**src/rtl/bcd_display_pkg.sv**
```systemverilog
// bcd_display_pkg: shared widths and segment encodings for the multiplexed BCD display
package bcd_display_pkg;
  localparam int NUM_DIGITS = 4;
  localparam int BCD_W = 4;
  localparam int SEG_W = 7;
  localparam logic [SEG_W-1:0] SEG_DASH = 7'h3F;
  localparam logic [SEG_W-1:0] SEG_BLANK = 7'h7F;
  localparam logic [15:0][SEG_W-1:0] SEG_TABLE = {
    {6{SEG_DASH}},
    7'h10, 7'h00, 7'h78, 7'h02, 7'h12,
    7'h19, 7'h30, 7'h24, 7'h79, 7'h40
  };
endpackage

```
**src/rtl/bcd_to_seg7.sv**
```systemverilog
// bcd_to_seg7: active-low seven-segment pattern for one BCD digit, dash for non-BCD codes
module bcd_to_seg7
  import bcd_display_pkg::*;
(
  input  logic [BCD_W-1:0] bcd_i,
  output logic [SEG_W-1:0] seg_o
);
  assign seg_o = SEG_TABLE[bcd_i];
endmodule

```
**src/rtl/bcd_display_mux.sv**
```systemverilog
// bcd_display_mux: time-multiplexed 4-digit BCD display driver with frame-synchronous capture
module bcd_display_mux
  import bcd_display_pkg::*;
#(
  parameter int SCAN_DIV = 50000
) (
  input  logic                          CLK,
  input  logic                          CLR,
  input  logic [NUM_DIGITS*BCD_W-1:0]   D,
  input  logic [NUM_DIGITS-1:0]         DP,
  input  logic                          LZB,
  input  logic                          EN,
  output logic [NUM_DIGITS-1:0]         AN,
  output logic [SEG_W-1:0]              SEG,
  output logic                          DP_N,
  output logic                          FRAME
);
  localparam int PW = (SCAN_DIV > 1) ? $clog2(SCAN_DIV) : 1;
  logic [PW-1:0] presc_q, presc_d;
  logic [1:0] idx_q, idx_d;
  logic [NUM_DIGITS*BCD_W-1:0] dig_q, dig_d;
  logic [NUM_DIGITS-1:0] dp_q, dp_d;
  logic lzb_q, lzb_d;
  logic [NUM_DIGITS-1:0] an_q, an_d;
  logic [SEG_W-1:0] seg_q, seg_d;
  logic dpn_q, dpn_d;
  logic frame_q, frame_d;
  logic tick, cap, run;
  logic [NUM_DIGITS-1:0] blank;
  logic [BCD_W-1:0] cur_dig;
  logic [SEG_W-1:0] dec_seg;

  assign cur_dig = dig_q[idx_q*BCD_W +: BCD_W];

  bcd_to_seg7 u_dec (
    .bcd_i (cur_dig),
    .seg_o (dec_seg)
  );

  // Leading-zero blanking: a digit is dark when it and every digit above it are zero; digit 0 always lit
  always_comb begin
    blank = '0;
    run = lzb_q;
    for (int k = NUM_DIGITS - 1; k > 0; k--) begin
      run = run && (dig_q[k*BCD_W +: BCD_W] == '0);
      blank[k] = run;
    end
  end

  // Scan timing, frame capture and next registered display outputs
  always_comb begin
    tick = EN && (presc_q == PW'(SCAN_DIV - 1));
    cap = tick && (idx_q == 2'(NUM_DIGITS - 1));
    presc_d = !EN ? presc_q : tick ? '0 : presc_q + PW'(1);
    idx_d = tick ? idx_q + 2'd1 : idx_q;
    dig_d = cap ? D : dig_q;
    dp_d = cap ? DP : dp_q;
    lzb_d = cap ? LZB : lzb_q;
    an_d = EN ? ~(NUM_DIGITS'(1) << idx_q) : '1;
    seg_d = (!EN || blank[idx_q]) ? SEG_BLANK : dec_seg;
    dpn_d = !EN || blank[idx_q] || !dp_q[idx_q];
    frame_d = cap;
  end

  // State and output registers, cleared asynchronously while CLR is low
  always_ff @(posedge CLK or negedge CLR) begin
    if (!CLR) begin
      presc_q <= '0;
      idx_q <= '0;
      dig_q <= '0;
      dp_q <= '0;
      lzb_q <= 1'b0;
      an_q <= '1;
      seg_q <= SEG_BLANK;
      dpn_q <= 1'b1;
      frame_q <= 1'b0;
    end else begin
      presc_q <= presc_d;
      idx_q <= idx_d;
      dig_q <= dig_d;
      dp_q <= dp_d;
      lzb_q <= lzb_d;
      an_q <= an_d;
      seg_q <= seg_d;
      dpn_q <= dpn_d;
      frame_q <= frame_d;
    end
  end

  assign AN = an_q;
  assign SEG = seg_q;
  assign DP_N = dpn_q;
  assign FRAME = frame_q;
endmodule
```
**config.mk**
```make
export PLATFORM = sky130hd
export DESIGN_NAME = bcd_display_mux
export DESIGN_NICKNAME = d
export VERILOG_FILES = /design/src/rtl/bcd_display_pkg.sv /design/src/rtl/bcd_to_seg7.sv /design/src/rtl/bcd_display_mux.sv
export SDC_FILE = /design/constraint.sdc
export NUM_CORES = 1
export LEC_CHECK = 0
export ABC_AREA = 1
export CAP_MARGIN = 20
export CORE_ASPECT_RATIO = 0.8
export CORE_MARGIN = 2
export CORE_UTILIZATION = 40
export DETAILED_ROUTE_END_ITERATION = 8
export GPL_ROUTABILITY_DRIVEN = 0
export PLACE_DENSITY = 0.72
export RECOVER_POWER = 25
export SLEW_MARGIN = 20
export SYNTH_ARGS = -nofsm -noshare
export SYNTH_HDL_FRONTEND = slang
export SYNTH_SLANG_ARGS = --single-unit
```
**constraint.sdc**
```tcl
create_clock -name CLK -period 2 [get_ports CLK]
set_input_delay 0.6 -clock CLK [delete_from_list [all_inputs] [get_ports CLK]]
set_output_delay 0.6 -clock CLK [all_outputs]
set_load 0.01 [all_outputs]
```
# After elaboration in Yosys (flattened, before gate mapping)
# Memories as Yosys holds them, arrays and structs flattened.
# Index checks and enable logic that the tools add are counted.
# classes
n_addsub	2
n_lt_le_gt_ge	2
eq_ne	2
n_shift	2
n_mux	8
bitwise_logic	1
reduce_logical	12
# ops
op	n
16-bit by 1-bit adder with 16-bit output (second input constant)	1
16-bit == test (second input constant)	1
16-bit 2-to-1 mux	1
16-bit by 5-bit variable part select with 4-bit output	1
7-bit 2-to-1 mux	2
4-bit zero test	3
1-bit logical AND	5
4-bit by 5-bit < comparator with 1-bit output (second input constant)	1
1-bit binary-select mux with 2-bit select	2
4-bit 2-to-1 mux	1
4-bit NOT	1
1-bit by 2-bit << shifter with 4-bit output (first input constant)	1
2-bit by 3-bit < comparator with 1-bit output (second input constant)	1
2-bit by 1-bit adder with 2-bit output (second input constant)	1
2-bit == test (second input constant)	1
1-bit zero test	2
1-bit logical OR	2
1-bit 2-to-1 mux	2
# word_totals
register_bits	52
mem_bits_ro	112
input_bits	24
output_inout_bits	13
word_cells	39
mem_count	1
# memory_table
memory	depth	width	read_ports	rd_ports_with_merged_regs	write_ports	line	source
(no name shown)	16	7	1	0	0	bcd_to_seg7.sv:8	assign seg_o = SEG_TABLE[bcd_i];

# Longest topological paths before layout
# logic_depth
word_depth	8
ltp_mapped	11
ltp_nobuf	11

# Hierarchy
# Synthesis repeated with hierarchy kept, for this count alone.
# hier_totals
hier_cells	354
hier_area_um2	2766.4
# modules_own_cells
module	instances	cells_each	area_per_inst_um2	seq_area_each_um2
bcd_display_mux	1	319	2578.7	1316.3
bcd_to_seg7	1	35	187.7	0.0

# Worst setup path after synthesis
# OpenSTA, ideal clock, no wires.
# synth_timing
path_kind	reg2reg
start	register idx_q[0]
end	register seg_q[3], in the netlist SEG[3]
setup_time_ns	0.100
arrival_ns	1.418
t_required_ns	1.900
slack_ns	0.482
stages_incl_launch_ff	10
path_buffers	1
synth_period_minus_slack_ns	1.518
cell_sequence	dfrtp_1 -> inv_1 -> buf_2 -> nand2_1 -> nand3_1 -> nand2_1 -> ha_1 -> nand3_1 -> nand3_1 -> nand3_1
# synth_via
elab_chain_cells	4
word_cells_on_any_way	7
classes_between	shift: 1; mux: 4; reduce/logical: 1; memory: 1
# synth_rtl
element	line	source
start: declaration	bcd_display_mux.sv:20	logic [1:0] idx_q, idx_d;
start signal: assignment	bcd_display_mux.sv:79	idx_q <= idx_d;
16-bit by 5-bit variable part select with 4-bit output or 1-bit binary-select mux with 2-bit select (tied branches)	bcd_display_mux.sv:33, bcd_display_mux.sv:60	
memory read 16 x 7 bit or 1-bit 2-to-1 mux (tied branches)	-	
7-bit 2-to-1 mux (not written as such) or 1-bit logical OR (tied branches)	bcd_to_seg7.sv:8, bcd_display_mux.sv:60	
7-bit 2-to-1 mux (*)	bcd_display_mux.sv:60	seg_d = (!EN || blank[idx_q]) ? SEG_BLANK : dec_seg;
via seg_d[3]	bcd_display_mux.sv:25	logic [SEG_W-1:0] seg_q, seg_d;
end signal: assignment	bcd_display_mux.sv:84	seg_q <= seg_d;
end: declaration	bcd_display_mux.sv:25	
# The timed path passes the listed nets; every way through them passes the cells marked *. The select of a mux whose other input is x is not followed.
# A chain may end at the register's enable or synchronous reset.

# Worst setup path in the final report
# layout_timing
start	register an_q[1], in the netlist AN[1]
end	output port AN[1]
# layout_lines
element	line	source
start: declaration	bcd_display_mux.sv:24	logic [NUM_DIGITS-1:0] an_q, an_d;
start signal: assignment	bcd_display_mux.sv:83	an_q <= an_d;
end: declaration	bcd_display_mux.sv:13	output logic [NUM_DIGITS-1:0] AN,
# No word-level cell between the ends.

==> run metrics <==
Largest stage delay, worst path=530 ps; fraction of final layout cells with drive strength greater than 1=0.106; Worst R2R Path Depth=9; Leak Pwr=1.77 nW; clock tree root driver cell=clkbuf_8; largest net degree at the start of global routing=25; iteration-0 DRC count of the detailed router=183; Layout Area Growth over Synthesis=23.7%; synthesized cell area=2800 µm²; buffers inserted by post-CTS timing repair=0; highest fanout seen on the critical path=1; total routing usage reported by global routing=0.172; initial standard-cell utilization of the core=0.410; vias per inst=4.93; overall via count from detail_route=2480; Ant. Diodes=0; die area=7680 µm²; arrival time reported for the critical path endpoint=1350 ps; final period demand of the worst path=1950 ps; commonest non-fill, non-tap cell in the layout=nand2_1; RSZ-0062 raised after global routing=false; slowest stage cell, crit path=dfstp_2; critical path depth=1; number of buffers on the longest clock path=2; Reg clk slew, reported paths=90 ps; wire per inst=12.4 µm; most frequent cells in the layout=131 x nand2_1, 40 x dfrtp_1, 39 x nor2_1; Final Routed Wirelength=6.23 mm; Synth area leader=dfrtp_1; Synth warnings=0; core outline area=6820 µm²; number of antenna violations at the first check in global routing=0; grt ovf=0; net count reported at finish=449; simple-gate area share of the yosys netlist=0.376; count of standard-cell rows=27; capture point of the worst reg-to-reg path=SEG[6]$_DFF_PN1_; reg2reg start=idx_q[0]$_DFFE_PN0P_; sequential share of the synthesized area=0.470; result of the run=completed; synthesized-area fraction occupied by adder cells=0.0447; max capacitance violation total=0; Detail Route Antenna Nets=0; power density over the cells=623 nW/µm²; ranking of synthesized cells by area=dfrtp_1 36%, nand2_1 18%, dfstp_2 11%; TritonCTS Buffers=5; post-synth net total=400; Yosys reg bits=52; post-route clock period utilization=0.975; # hold bufs at CTS=0; sort of element at the end of the critical path=output port; die span in y=78.8 µm; portion of netlist area occupied by mux cells=0; synthesized-area fraction occupied by ao, oa, aoi and oai cells=0.0179; critical setup path kind=reg2out; slew at the pin closest to its max-slew limit=1090 ps; dpl hpwl=4.75 mm; fill count=675; kind of start point of the critical path=flop; main combinational cell family by area after synthesis=simple AND/OR/NAND/NOR gates; mean post-synth cell area=7.64 µm²; number of buffer cells added on primary ports=36; number of pins with negative max-slew slack in the final report=0; number of global-route vias before repair=2328; CP Capture Point=AN[1]; smallest hold slack=468 ps; unique cell type count in the Yosys netlist=24; Syn Inst Count=366; worst voltage drop across the vdd grid=0.437 mV; H-tree depth=2; TritonCTS Sinks=52; area share of the leading cell type in the synthesized netlist=0.358; worst setup path startpoint=AN[1]$_DFF_PN1_; first-pass GRT wire length=10.7 mm; # setup viols final=0; number of ports placed on the die boundary=37; required time worst endpoint=1400 ps; remaining design rule violation count=0; worst clock skew=6.81 ps; Min-Delay Path Class=in2async; CTS tree=built; worst relative slew slack=0.276; count of final hold-check violations=0; clock latency at the later pin of the worst-skew pair=310 ps; TritonRoute pass-1 iters=4; Highest Clock Rate=513 MHz; number of buffer and inverter instances along the worst setup path=1; worst path cell trace=clkdlybuf4s50_1; Post-Synth XOR/XNOR Area=0.0188; overall power after layout=2.16 mW; family with the most delay on the worst path=flip-flops; horizontal extent of the die=97.5 µm; worst reg2reg setup slack=200 ps
-- repair_timing --
| action | CTS | global route |
|---|---|---|
| endpoints found under the hold margin | 0 | 0 |
| gates resized for setup | 0 | 1 |
| endpoints found under the setup margin | 0 | 1 |
-- flip-flops by register name (all words and copies together), names as in the netlist --
register / flops
AN: 4
DP_N: 1
FRAME: 1
SEG: 7
dig_q: 16
dp_q: 4
idx_q: 2
lzb_q: 1
presc_q: 16
-- metal layers --
layer | vias up | share of wire | track usage
met4 | 0 | 0.012 | 0.0542
met1 | 1145 | 0.51 | 0.246
met2 | 61 | 0.44 | 0.270
met3 | 5 | 0.043 | 0.0255
met5 | - | 0 | 0
li1 | 1269 | - | -
-- kinds of logic after synthesis --
family,Yosys count
DFF,52
buffers and inverters,49
AOI/OAI and AO/OA,9
adders and majority gates,10
and+or+nand+nor,240
xor gates and xnor gates,6
-- final cells by class --
cell class / instances / area (µm²) / share of cell area
Clock inverter: 3 / 42.5 / 0.0123
Tap cell: 87 / 109 / 0.0315
Clock buffer: 5 / 68.8 / 0.0199
Timing Repair Buffer: 55 / 509 / 0.147
Multi-Input combinational cell: 265 / 1280 / 0.370
Inverter: 36 / 135 / 0.0391
Sequential cell: 52 / 1320 / 0.380
-- metrics by stage --
stage,TNS [ps],area [µm²],instances,utilization,worst slack (ps)
floorplan,0,2800,366,-,482
global placement,-72.0,3360,495,0.493,-54.1
detailed placement,-205,3360,495,0.493,-40.8
CTS,0,3470,503,0.509,24.2
global route,0,3460,503,0.507,2.05
finish,0,3460,503,0.507,49.6
-- cells in the mapped netlist --
cell / number
o21ai_0: 5
nand3_2: 2
buf_2: 9
xor2_1: 5
ha_1: 10
nor2_1: 39
nand3b_1: 2
xnor2_1: 1
nand3_1: 35
nor2b_1: 1
buf_1: 1
a21oi_1: 1
nand2_1: 131
buf_6: 1
dfrtp_1: 40
o22ai_1: 2
clkbuf_1: 2
dfstp_2: 12
nor3_4: 1
inv_1: 36
nor3_1: 1
nand4_1: 26
or2_2: 2
o21bai_1: 1
-- power by group --
group	internal, mW	switching (mW)
sequential	1.11	0.0684
clock	0.371	0.352
combinational	0.124	0.128
total	1.61	0.548
-- worst register-to-register path, stage by stage (launching register included) --
cell and delay [ps]:
dfrtp_1 510, inv_1 250, nand2_1 110, nand3_1 60, nand2_1 210, inv_1 100, ha_1 210, nand3b_1 170
nand3_1 90, nand2_1 50
-- how the worst min path moves through the flow --
| stage | to | slack, ps | cells past startpoint |
|---|---|---|---|
| 3_3_place_gp | dp_q[2]$_DFFE_PN0P_ | 460 | 2 |
| 2_1_floorplan | FRAME$_DFF_PN0_ | 300 | 0 |
| 5_1_grt | dp_q[2]$_DFFE_PN0P_ | 500 | 2 |
| 4_1_cts | presc_q[14]$_DFFE_PN0P_ | 250 | 1 |
| 3_5_place_dp | dp_q[2]$_DFFE_PN0P_ | 460 | 2 |
| 6_report | presc_q[15]$_DFFE_PN0P_ | 470 | 1 |
Power figures use the tool's default switching activity.
